File: src/rtl/vend_sequencer.sv
// Vending front-end controller: coin credit accumulation, price check and
// vend pulse, then greedy coin-by-coin change payout over a req/ack hopper
// handshake with a sticky timeout fault.
module vend_sequencer #(
    parameter int unsigned PRICE0      = 10,
    parameter int unsigned PRICE1      = 15,
    parameter int unsigned PRICE2      = 20,
    parameter int unsigned PRICE3      = 25,
    parameter int unsigned ACK_TIMEOUT = 15
) (
    input  logic       clk,
    input  logic       rst,
    input  logic       coin_valid,
    input  logic [1:0] coin_type,
    input  logic       sel_valid,
    input  logic [1:0] sel_id,
    input  logic       cancel,
    input  logic       hop_ack,
    output logic [5:0] credit,
    output logic [3:0] drink_out,
    output logic       sel_deny,
    output logic       coin_reject,
    output logic       hop_req,
    output logic [1:0] hop_coin,
    output logic       busy,
    output logic       hop_fault
);

    typedef enum logic [1:0] {
        IDLE,
        CHG_REQ,
        CHG_GAP,
        FAULT
    } state_t;

    state_t     state, state_nx;
    logic [3:0] timer, timer_nx;
    logic [5:0] credit_nx;
    logic [3:0] drink_nx;
    logic       sel_deny_nx;
    logic       coin_reject_nx;
    logic       hop_req_nx;
    logic [1:0] hop_coin_nx;
    logic       busy_nx;
    logic       fault_nx;

    logic [6:0] credit_ext;
    logic [6:0] coin_sum;
    logic [6:0] sel_price;
    logic [6:0] sel_remain;

    function automatic logic [6:0] coin_value(input logic [1:0] code);
        case (code)
            2'd0:    return 7'd1;
            2'd1:    return 7'd5;
            2'd2:    return 7'd10;
            default: return 7'd50;
        endcase
    endfunction

    function automatic logic [6:0] price_of(input logic [1:0] id);
        case (id)
            2'd0:    return 7'(PRICE0);
            2'd1:    return 7'(PRICE1);
            2'd2:    return 7'(PRICE2);
            default: return 7'(PRICE3);
        endcase
    endfunction

    // Largest denomination not exceeding the remaining credit
    function automatic logic [1:0] greedy_code(input logic [5:0] c);
        if (c >= 6'd50)      return 2'd3;
        else if (c >= 6'd10) return 2'd2;
        else if (c >= 6'd5)  return 2'd1;
        else                 return 2'd0;
    endfunction

    assign credit_ext = {1'b0, credit};
    assign coin_sum   = credit_ext + coin_value(coin_type);
    assign sel_price  = price_of(sel_id);
    assign sel_remain = credit_ext - sel_price;

    // State and all registered outputs
    always_ff @(posedge clk or posedge rst) begin
        if (rst) begin
            state       <= IDLE;
            timer       <= '0;
            credit      <= '0;
            drink_out   <= '0;
            sel_deny    <= 1'b0;
            coin_reject <= 1'b0;
            hop_req     <= 1'b0;
            hop_coin    <= '0;
            busy        <= 1'b0;
            hop_fault   <= 1'b0;
        end else begin
            state       <= state_nx;
            timer       <= timer_nx;
            credit      <= credit_nx;
            drink_out   <= drink_nx;
            sel_deny    <= sel_deny_nx;
            coin_reject <= coin_reject_nx;
            hop_req     <= hop_req_nx;
            hop_coin    <= hop_coin_nx;
            busy        <= busy_nx;
            hop_fault   <= fault_nx;
        end
    end

    // Next-state and next-output decode; outputs are derived from the next
    // state so hop_req rises on the same edge that enters CHG_REQ
    always_comb begin
        state_nx       = state;
        timer_nx       = timer;
        credit_nx      = credit;
        drink_nx       = '0;
        sel_deny_nx    = 1'b0;
        coin_reject_nx = 1'b0;
        fault_nx       = hop_fault;

        case (state)
            IDLE: begin
                timer_nx = '0;
                if (cancel) begin
                    coin_reject_nx = coin_valid;
                    if (credit != '0) state_nx = CHG_REQ;
                end else if (sel_valid) begin
                    coin_reject_nx = coin_valid;
                    if (credit_ext >= sel_price) begin
                        drink_nx[sel_id] = 1'b1;
                        credit_nx        = sel_remain[5:0];
                        if (sel_remain != '0) state_nx = CHG_REQ;
                    end else begin
                        sel_deny_nx = 1'b1;
                    end
                end else if (coin_valid) begin
                    if (coin_sum <= 7'd63) credit_nx = coin_sum[5:0];
                    else                   coin_reject_nx = 1'b1;
                end
            end
            CHG_REQ: begin
                coin_reject_nx = coin_valid;
                if (hop_ack) begin
                    credit_nx = 6'(credit_ext - coin_value(hop_coin));
                    timer_nx  = '0;
                    state_nx  = CHG_GAP;
                end else if (timer == 4'(ACK_TIMEOUT - 1)) begin
                    fault_nx = 1'b1;
                    state_nx = FAULT;
                end else begin
                    timer_nx = timer + 4'd1;
                end
            end
            CHG_GAP: begin
                coin_reject_nx = coin_valid;
                state_nx       = (credit == '0) ? IDLE : CHG_REQ;
            end
            FAULT: begin
                coin_reject_nx = coin_valid;
            end
            default: begin
                state_nx = IDLE;
            end
        endcase

        hop_req_nx  = (state_nx == CHG_REQ);
        hop_coin_nx = hop_req_nx ? greedy_code(credit_nx) : '0;
        busy_nx     = (state_nx != IDLE);
    end

endmodule

File: config.mk
export PLATFORM = sky130hd
export DESIGN_NAME = vend_sequencer
export DESIGN_NICKNAME = d
export VERILOG_FILES = /design/src/rtl/vend_sequencer.sv
export SDC_FILE = /design/constraint.sdc
export NUM_CORES = 1
export LEC_CHECK = 0
export CORE_MARGIN = 5
export CORE_UTILIZATION = 50
export CTS_BUF_LIST = sky130_fd_sc_hd__clkbuf_16
export DETAILED_ROUTE_END_ITERATION = 16
export PLACE_DENSITY = 0.79
export SLEW_MARGIN = 20
export SYNTH_ARGS = -nofsm -noshare
export SYNTH_HDL_FRONTEND = slang
export SYNTH_SLANG_ARGS = --single-unit
File: constraint.sdc
create_clock -name clk -period 4.99 [get_ports clk]
set_input_delay 0.998 -clock clk [delete_from_list [all_inputs] [get_ports clk]]
set_output_delay 0.998 -clock clk [all_outputs]
set_load 0.03 [all_outputs]
[Yosys cells after proc, flatten, opt, wreduce, memory -nomap -nowiden]
Cells that the tools add are included.
Operators by class
  eq/ne operators: 12
  muxes and demuxes: 43
  bitwise operators: 1
  add/subtract/negate cells: 4
  reductions and logical operators: 13
  $lt $le $gt $ge: 7
Operators with widths (count)
  6-bit 2-to-1 mux: 8
  6-bit case mux with 3 select lines: 2
  4-bit 2-to-1 mux: 6
  2-bit 2-to-1 mux: 10
  5-bit case mux with 3 select lines: 1
  6-bit case mux with 2 select lines: 1
  1-bit 2-to-1 mux: 11
  2-bit by 1-bit == test with 1-bit output, second input constant: 5
  2-bit == test, second input constant: 5
  2-bit zero test: 4
  4-bit case mux with 2 select lines: 1
  6-bit by 7-bit adder with 7-bit output: 1
  6-bit by 7-bit greater-or-equal comparator with 1-bit output: 1
  7-bit by 6-bit <= comparator with 1-bit output, second input constant: 1
  7-bit nonzero test: 1
  6-bit by 7-bit subtractor with 7-bit output: 1
  6-bit by 3-bit greater-or-equal comparator with 1-bit output, second input constant: 1
  6-bit by 4-bit greater-or-equal comparator with 1-bit output, second input constant: 1
  6-bit greater-or-equal comparator, second input constant: 1
  6-bit zero test: 1
  2-bit case mux with 3 select lines: 1
  6-bit nonzero test: 1
  6-bit subtractor: 1
  4-bit by 1-bit adder with 4-bit output, second input constant: 1
  other kinds (12): 13
Storage, ports and cells
  register bits after elaboration: 23
  output and inout bits: 17
  bits of input ports: 10

[Logic depth before layout (Yosys ltp)]
  depth after elaboration: 14
  depth in mapped cells: 14

[Worst setup path before layout]
Ideal clock, no wire load.
  path kind: in2reg
  from: input port coin_type[1]
  to: register hop_coin[0]
  stages on the path: 12
  buffers on the path: 1
  arrival: 3.136 ns
  slack: 1.758 ns
  cell sequence: inv_1 -> ha_1 -> fa_1 -> nand3_1 -> a32oi_1 -> nand2b_4 -> buf_6 -> o31a_1 -> or3_4 -> clkinv_2 -> a22oi_2 -> a311oi_2
On the way
  longest elaborated chain between the ends: 14
  elaborated cells between the ends (all ways): 18
  those cells by class: add/sub: 1; order compare: 4; eq/ne: 2; mux: 10; reduce/logical: 1
Ends and longest elaborated chain
  from (decl): line 14  | input logic [1:0] coin_type,
  2-bit == test, or another cell as far along: line 53  | case (code)
  6-bit case mux with 3 select lines *: line 53
  6-bit by 7-bit adder with 7-bit output *: line 79  | assign coin_sum = credit_ext + coin_value(coin_type);
  7-bit by 6-bit <= comparator with 1-bit output: line 137  | if (coin_sum <= 7'd63) credit_nx = coin_sum[5:0];
  6-bit 2-to-1 mux *: line 137
  6-bit 2-to-1 mux *: line 136  | end else if (coin_valid) begin
  6-bit 2-to-1 mux *: line 127  | end else if (sel_valid) begin
  6-bit 2-to-1 mux *: line 124  | if (cancel) begin
  6-bit case mux with 2 select lines *: line 121  | case (state)
  named net credit_nx[3]: line 38  | logic [5:0] credit_nx;
  6-bit by 3-bit greater-or-equal comparator with 1-bit output: line 74  | else if (c >= 6'd5) return 2'd1;
  1-bit 2-to-1 mux: line 74
  2-bit 2-to-1 mux: line 73  | else if (c >= 6'd10) return 2'd2;
  2-bit 2-to-1 mux *: line 72  | if (c >= 6'd50) return 2'd3;
  2-bit 2-to-1 mux *: line 167  | hop_coin_nx = hop_req_nx ? greedy_code(credit_nx) : '0;
  named net hop_coin_nx[0]: line 43  | logic [1:0] hop_coin_nx;
  to (signal assigned): line 104  | hop_coin <= hop_coin_nx;
  to (decl): line 24  | output logic [1:0] hop_coin,
Mark *: on every way through the listed nets, which the timed path passes. The rest lies on a longest branch.
A chain may end at the register's enable or synchronous reset.

[Worst setup path after layout]
Same ends and word-level chain as after synthesis.

==> metrics <==
run status finished clean; worst setup timing slack at the placement stage ~0.81 ns; height of the die 75.36 µm; cell type group with the largest total delay on the critical path buffers and inverters; CTS tree built; worst path setup slack after routing between 1 and 1.5 ns; portion of netlist area occupied by mux cells about 2.5%; global router's overall resource usage about a fifth; hold_sp hop_fault$_DFFE_PP0P_; starting density of the core ~53%; mean area per synthesized cell 8.682 µm²; XOR/XNOR Fraction of Synth Area approximately 2.9%; part of the power in the clock network between 10 and 15%; Seq/Total Area, Yosys around 27%; share of final-layout standard cells stronger than drive strength 1 7.925%; syn nets 280; Horiz. Die Dim 75.36 µm; reported net switching power 0.0006656 W; Synth Cell Area between 2000 and 2500 µm²; boundary pin count 27; number of buffers created by CTS 3; simple-gate portion of the synthesized area between 20% and 30%; number of antenna violations at the first check in global routing 0; count of hold buffers inserted by post-cts repair 0; post-synthesis sequential element count 23; number of warnings reported in the yosys synthesis log 0; final weighted congestion of routability-driven global placement 0.8699; count of vias placed by the detailed router roughly 1900; worst path arrival time roughly 4 ns; worst-case vdd ir drop 0.2512 mV; slowest cell on the critical path sky130_fd_sc_hd__clkdlybuf4s50_1; final routed wire length divided by cell count approximately 16 µm; number of diodes added for antenna fixing 0; number of pins exceeding their max-slew limit in the final report 0; relative contribution of combinational cells to total power between 60% and 70%; Critical R2R Capture hop_coin[0]$_DFF_PP0_; cell at the root of the clock tree sky130_fd_sc_hd__clkbuf_16; commonest register cell after synthesis sky130_fd_sc_hd__dfrtp_1; endpoints failing hold 0; share of the synthesized area in compound gates (AO/OA/AOI/OAI) between 20% and 30%; Critical Path Source Type primary input; core area 4058 µm²; Setup-failing EPs final 0; power share of the sequential group approximately a quarter; Post-synth EDFFs 0; vias in the first global route ~1800; drt initial violations between 100 and 150; minimum clock period ~4 ns; worst hold margin approximately 0.48 ns; Total Wirelength 4.938 mm; adder and majority gate portion of the synthesized area 15.11%; remaining max-slew budget at the tightest pin a little under half; WP data required around 5.2 ns; unrepaired setup endpoints after global routing false; Internal Pwr Total ~0.0007 W; number of standard cells after synthesis approximately 250; Residual DRC 0; Least-Margin Pin Slew between 0.8 and 0.9 ns; library cells used by synthesis 62; leakage power summed over all cells 1.071 nW; switching share of power roughly half; post-route ant nets 0; area enclosed by the die boundary 5678 µm²; flop-to-flop setup slack 2.00 ns; layout-stage area growth over the synthesis result 15.58%; crit-path max cell delay between 0.6 and 0.7 ns; maximum number of pins on one net before global-route repair 24; cells along the critical path clkdlybuf4s50_1, inv_1, ha_1, fa_1, nand3_1, nand2_1, mux2_2, a211o_1, o211ai_1, nand4_1, xor2_1, a311oi_2; CTS sink cnt 23; Post-CTS Repair Setup Buffers 0; Max H-tree Level 1; Cell Rows 23; first drt pass iteration count 4; wire length of the first global-routing pass about 8.5 mm; clk slew on worst S/H paths about 0.060 ns; Achievable Freq about 250 MHz; end of the worst hold path hop_fault$_DFFE_PP0P_; number of max-capacitance violations reported 0; Levels on crit path 12; sum of overflow across all layers after global routing 0; total buffers and inverters traversed by the critical path 2; PostCTS Resize Cnt 0; Tightest Hold Check Type reg -> reg; NumNets Final 300; power per unit of standard cell area around 550 nW/µm²; number of instances on the worst hold path 1; average via count per standard cell 5.981; setup total negative slack 0 ns; clock tree buffer depth 2; highest net fanout along the worst path 6; buffers added on ports 26; ratio of final minimum period to clock period 78.97%; endpoint class of the critical path flip-flop; post-detailed-placement half-perimeter wirelength roughly 3.9 mm; Clock Skew between 0.004 and 0.005 ns; largest family of logic cells by synthesized area compound AO/OA/AOI/OAI gates; Worst-Skew Late Latency ~0.25 ns; worst reg2reg path depth 12; Reg-to-Reg Start credit[0]$_DFF_PP0_; Crit Path Category in -> reg; proportion of register bits with asynchronous set or reset after synthesis between 90% and 100%
==> registers in the layout (all words and copies together), names as in the netlist, 2 cells and up <==
| register | flops |
|---|---|
| timer | 4 |
| credit | 6 |
| state | 2 |
| drink_out | 4 |
| hop_coin | 2 |
==> cells by family (layout without fill, tap and decap cells) <==
| kind of cell | after synthesis | after routing |
|---|---|---|
| mux | 5 | 5 |
| fa+ha+maj | 24 | 24 |
| flops | 23 | 23 |
| buf+inv | 30 | 49 |
| xor+xnor | 7 | 7 |
| compound gates | 66 | 66 |
| simple gates | 91 | 91 |
==> cells in the mapped netlist, types with 4 or more instances <==
library cell	n	area share [%]
sky130_fd_sc_hd__o21ai_0	12	2.8
sky130_fd_sc_hd__nand3b_1	5	1.8
sky130_fd_sc_hd__nand2_1	21	3.7
sky130_fd_sc_hd__o211ai_1	4	1.4
sky130_fd_sc_hd__a31oi_1	4	1.2
sky130_fd_sc_hd__a21o_1	5	1.8
sky130_fd_sc_hd__or3_1	4	1.2
sky130_fd_sc_hd__nor2_1	24	4.2
sky130_fd_sc_hd__ha_1	21	12
sky130_fd_sc_hd__xnor2_1	4	1.6
sky130_fd_sc_hd__clkbuf_1	6	1.1
sky130_fd_sc_hd__and3_1	5	1.5
sky130_fd_sc_hd__dfrtp_1	23	27
sky130_fd_sc_hd__nand2b_1	4	1.2
sky130_fd_sc_hd__a21oi_1	10	2.3
sky130_fd_sc_hd__inv_1	18	3.2
sky130_fd_sc_hd__nor2b_1	4	1.2
sky130_fd_sc_hd__a211oi_1	4	1.4
sky130_fd_sc_hd__nand3_1	4	0.94
==> how the worst max path moves through the flow <==
| stage | startpoint | to | slack, ns |
|---|---|---|---|
| floorplan | coin_type[1] | hop_coin[0]$_DFF_PP0_ | 1.76 |
| finish | coin_type[1] | hop_coin[0]$_DFF_PP0_ | 1.05 |
| detailed placement | coin_type[1] | hop_coin[0]$_DFF_PP0_ | 0.81 |
| CTS | coin_type[1] | hop_coin[0]$_DFF_PP0_ | 1.07 |
| global route | coin_type[1] | hop_coin[0]$_DFF_PP0_ | 0.86 |
| global placement | coin_type[1] | hop_coin[0]$_DFF_PP0_ | 0.92 |
==> metal layers <==
metal  share of wire (%)  wire length, µm  GRT usage (%)
met5                   0                0              0
met4                0.57               28          4.272
met3                 6.8              334          4.354
met2                  48             2387          33.08
met1                  44             2187          25.04
==> layout make-up <==
type,count,area (µm²)
clock buffers,3,75.07
clock inverters,1,3.754
fillers,375,1589
inverters,19,72.57
multi-input cells,193,1419
flip-flops and latches,23,575.6
well taps,50,62.56
repair buffers,26,260.3
==> cells in the final DEF (no fill, tap or decap), drive strengths merged, types with 2 or more instances in the layout <==
| cell | n |
|---|---|
| nand3b | 5 |
| a31oi | 4 |
| a311oi | 2 |
| o211ai | 5 |
| or3 | 5 |
| nor2 | 25 |
| and3 | 6 |
| a21oi | 11 |
| nor2b | 4 |
| nand2 | 21 |
| mux2 | 3 |
| xnor2 | 4 |
| nor3 | 3 |
| a211oi | 4 |
| xor2 | 3 |
| inv | 19 |
| nor4 | 2 |
| a21o | 5 |
| fa | 3 |
| nand4b | 2 |
| dfrtp | 23 |
| o21ai | 13 |
| ha | 21 |
| mux2i | 2 |
| clkdlybuf4s50 | 26 |
| o31a | 3 |
| or4 | 3 |
| o41ai | 3 |
| nand2b | 5 |
| nand3 | 5 |
| clkbuf | 3 |
| nand4 | 2 |
| o31ai | 3 |
==> through the flow <==
stage | instances | area [µm²] | utilization [%] | total power, W
floorplan | 246 | 2136 | - | 0.0009822
global placement | 311 | 2390 | 58.90 | 0.001179
detailed placement | 311 | 2390 | 58.90 | 0.001193
CTS | 315 | 2469 | 60.84 | 0.001367
global route | 315 | 2469 | 60.84 | 0.001490
finish | 315 | 2469 | 60.84 | 0.001368
==> power groups by stage <==
stage	Combinational (W)	Clock, W	Sequential, W
floorplan	0.000617	0	0.000365
finish	0.000840	0.000165	0.000363
detailed placement	0.000830	0	0.000363
CTS	0.000837	0.000171	0.000360
global route	0.000942	0.000176	0.000372
global placement	0.000817	0	0.000361
(Power assumes the default switching activity.)
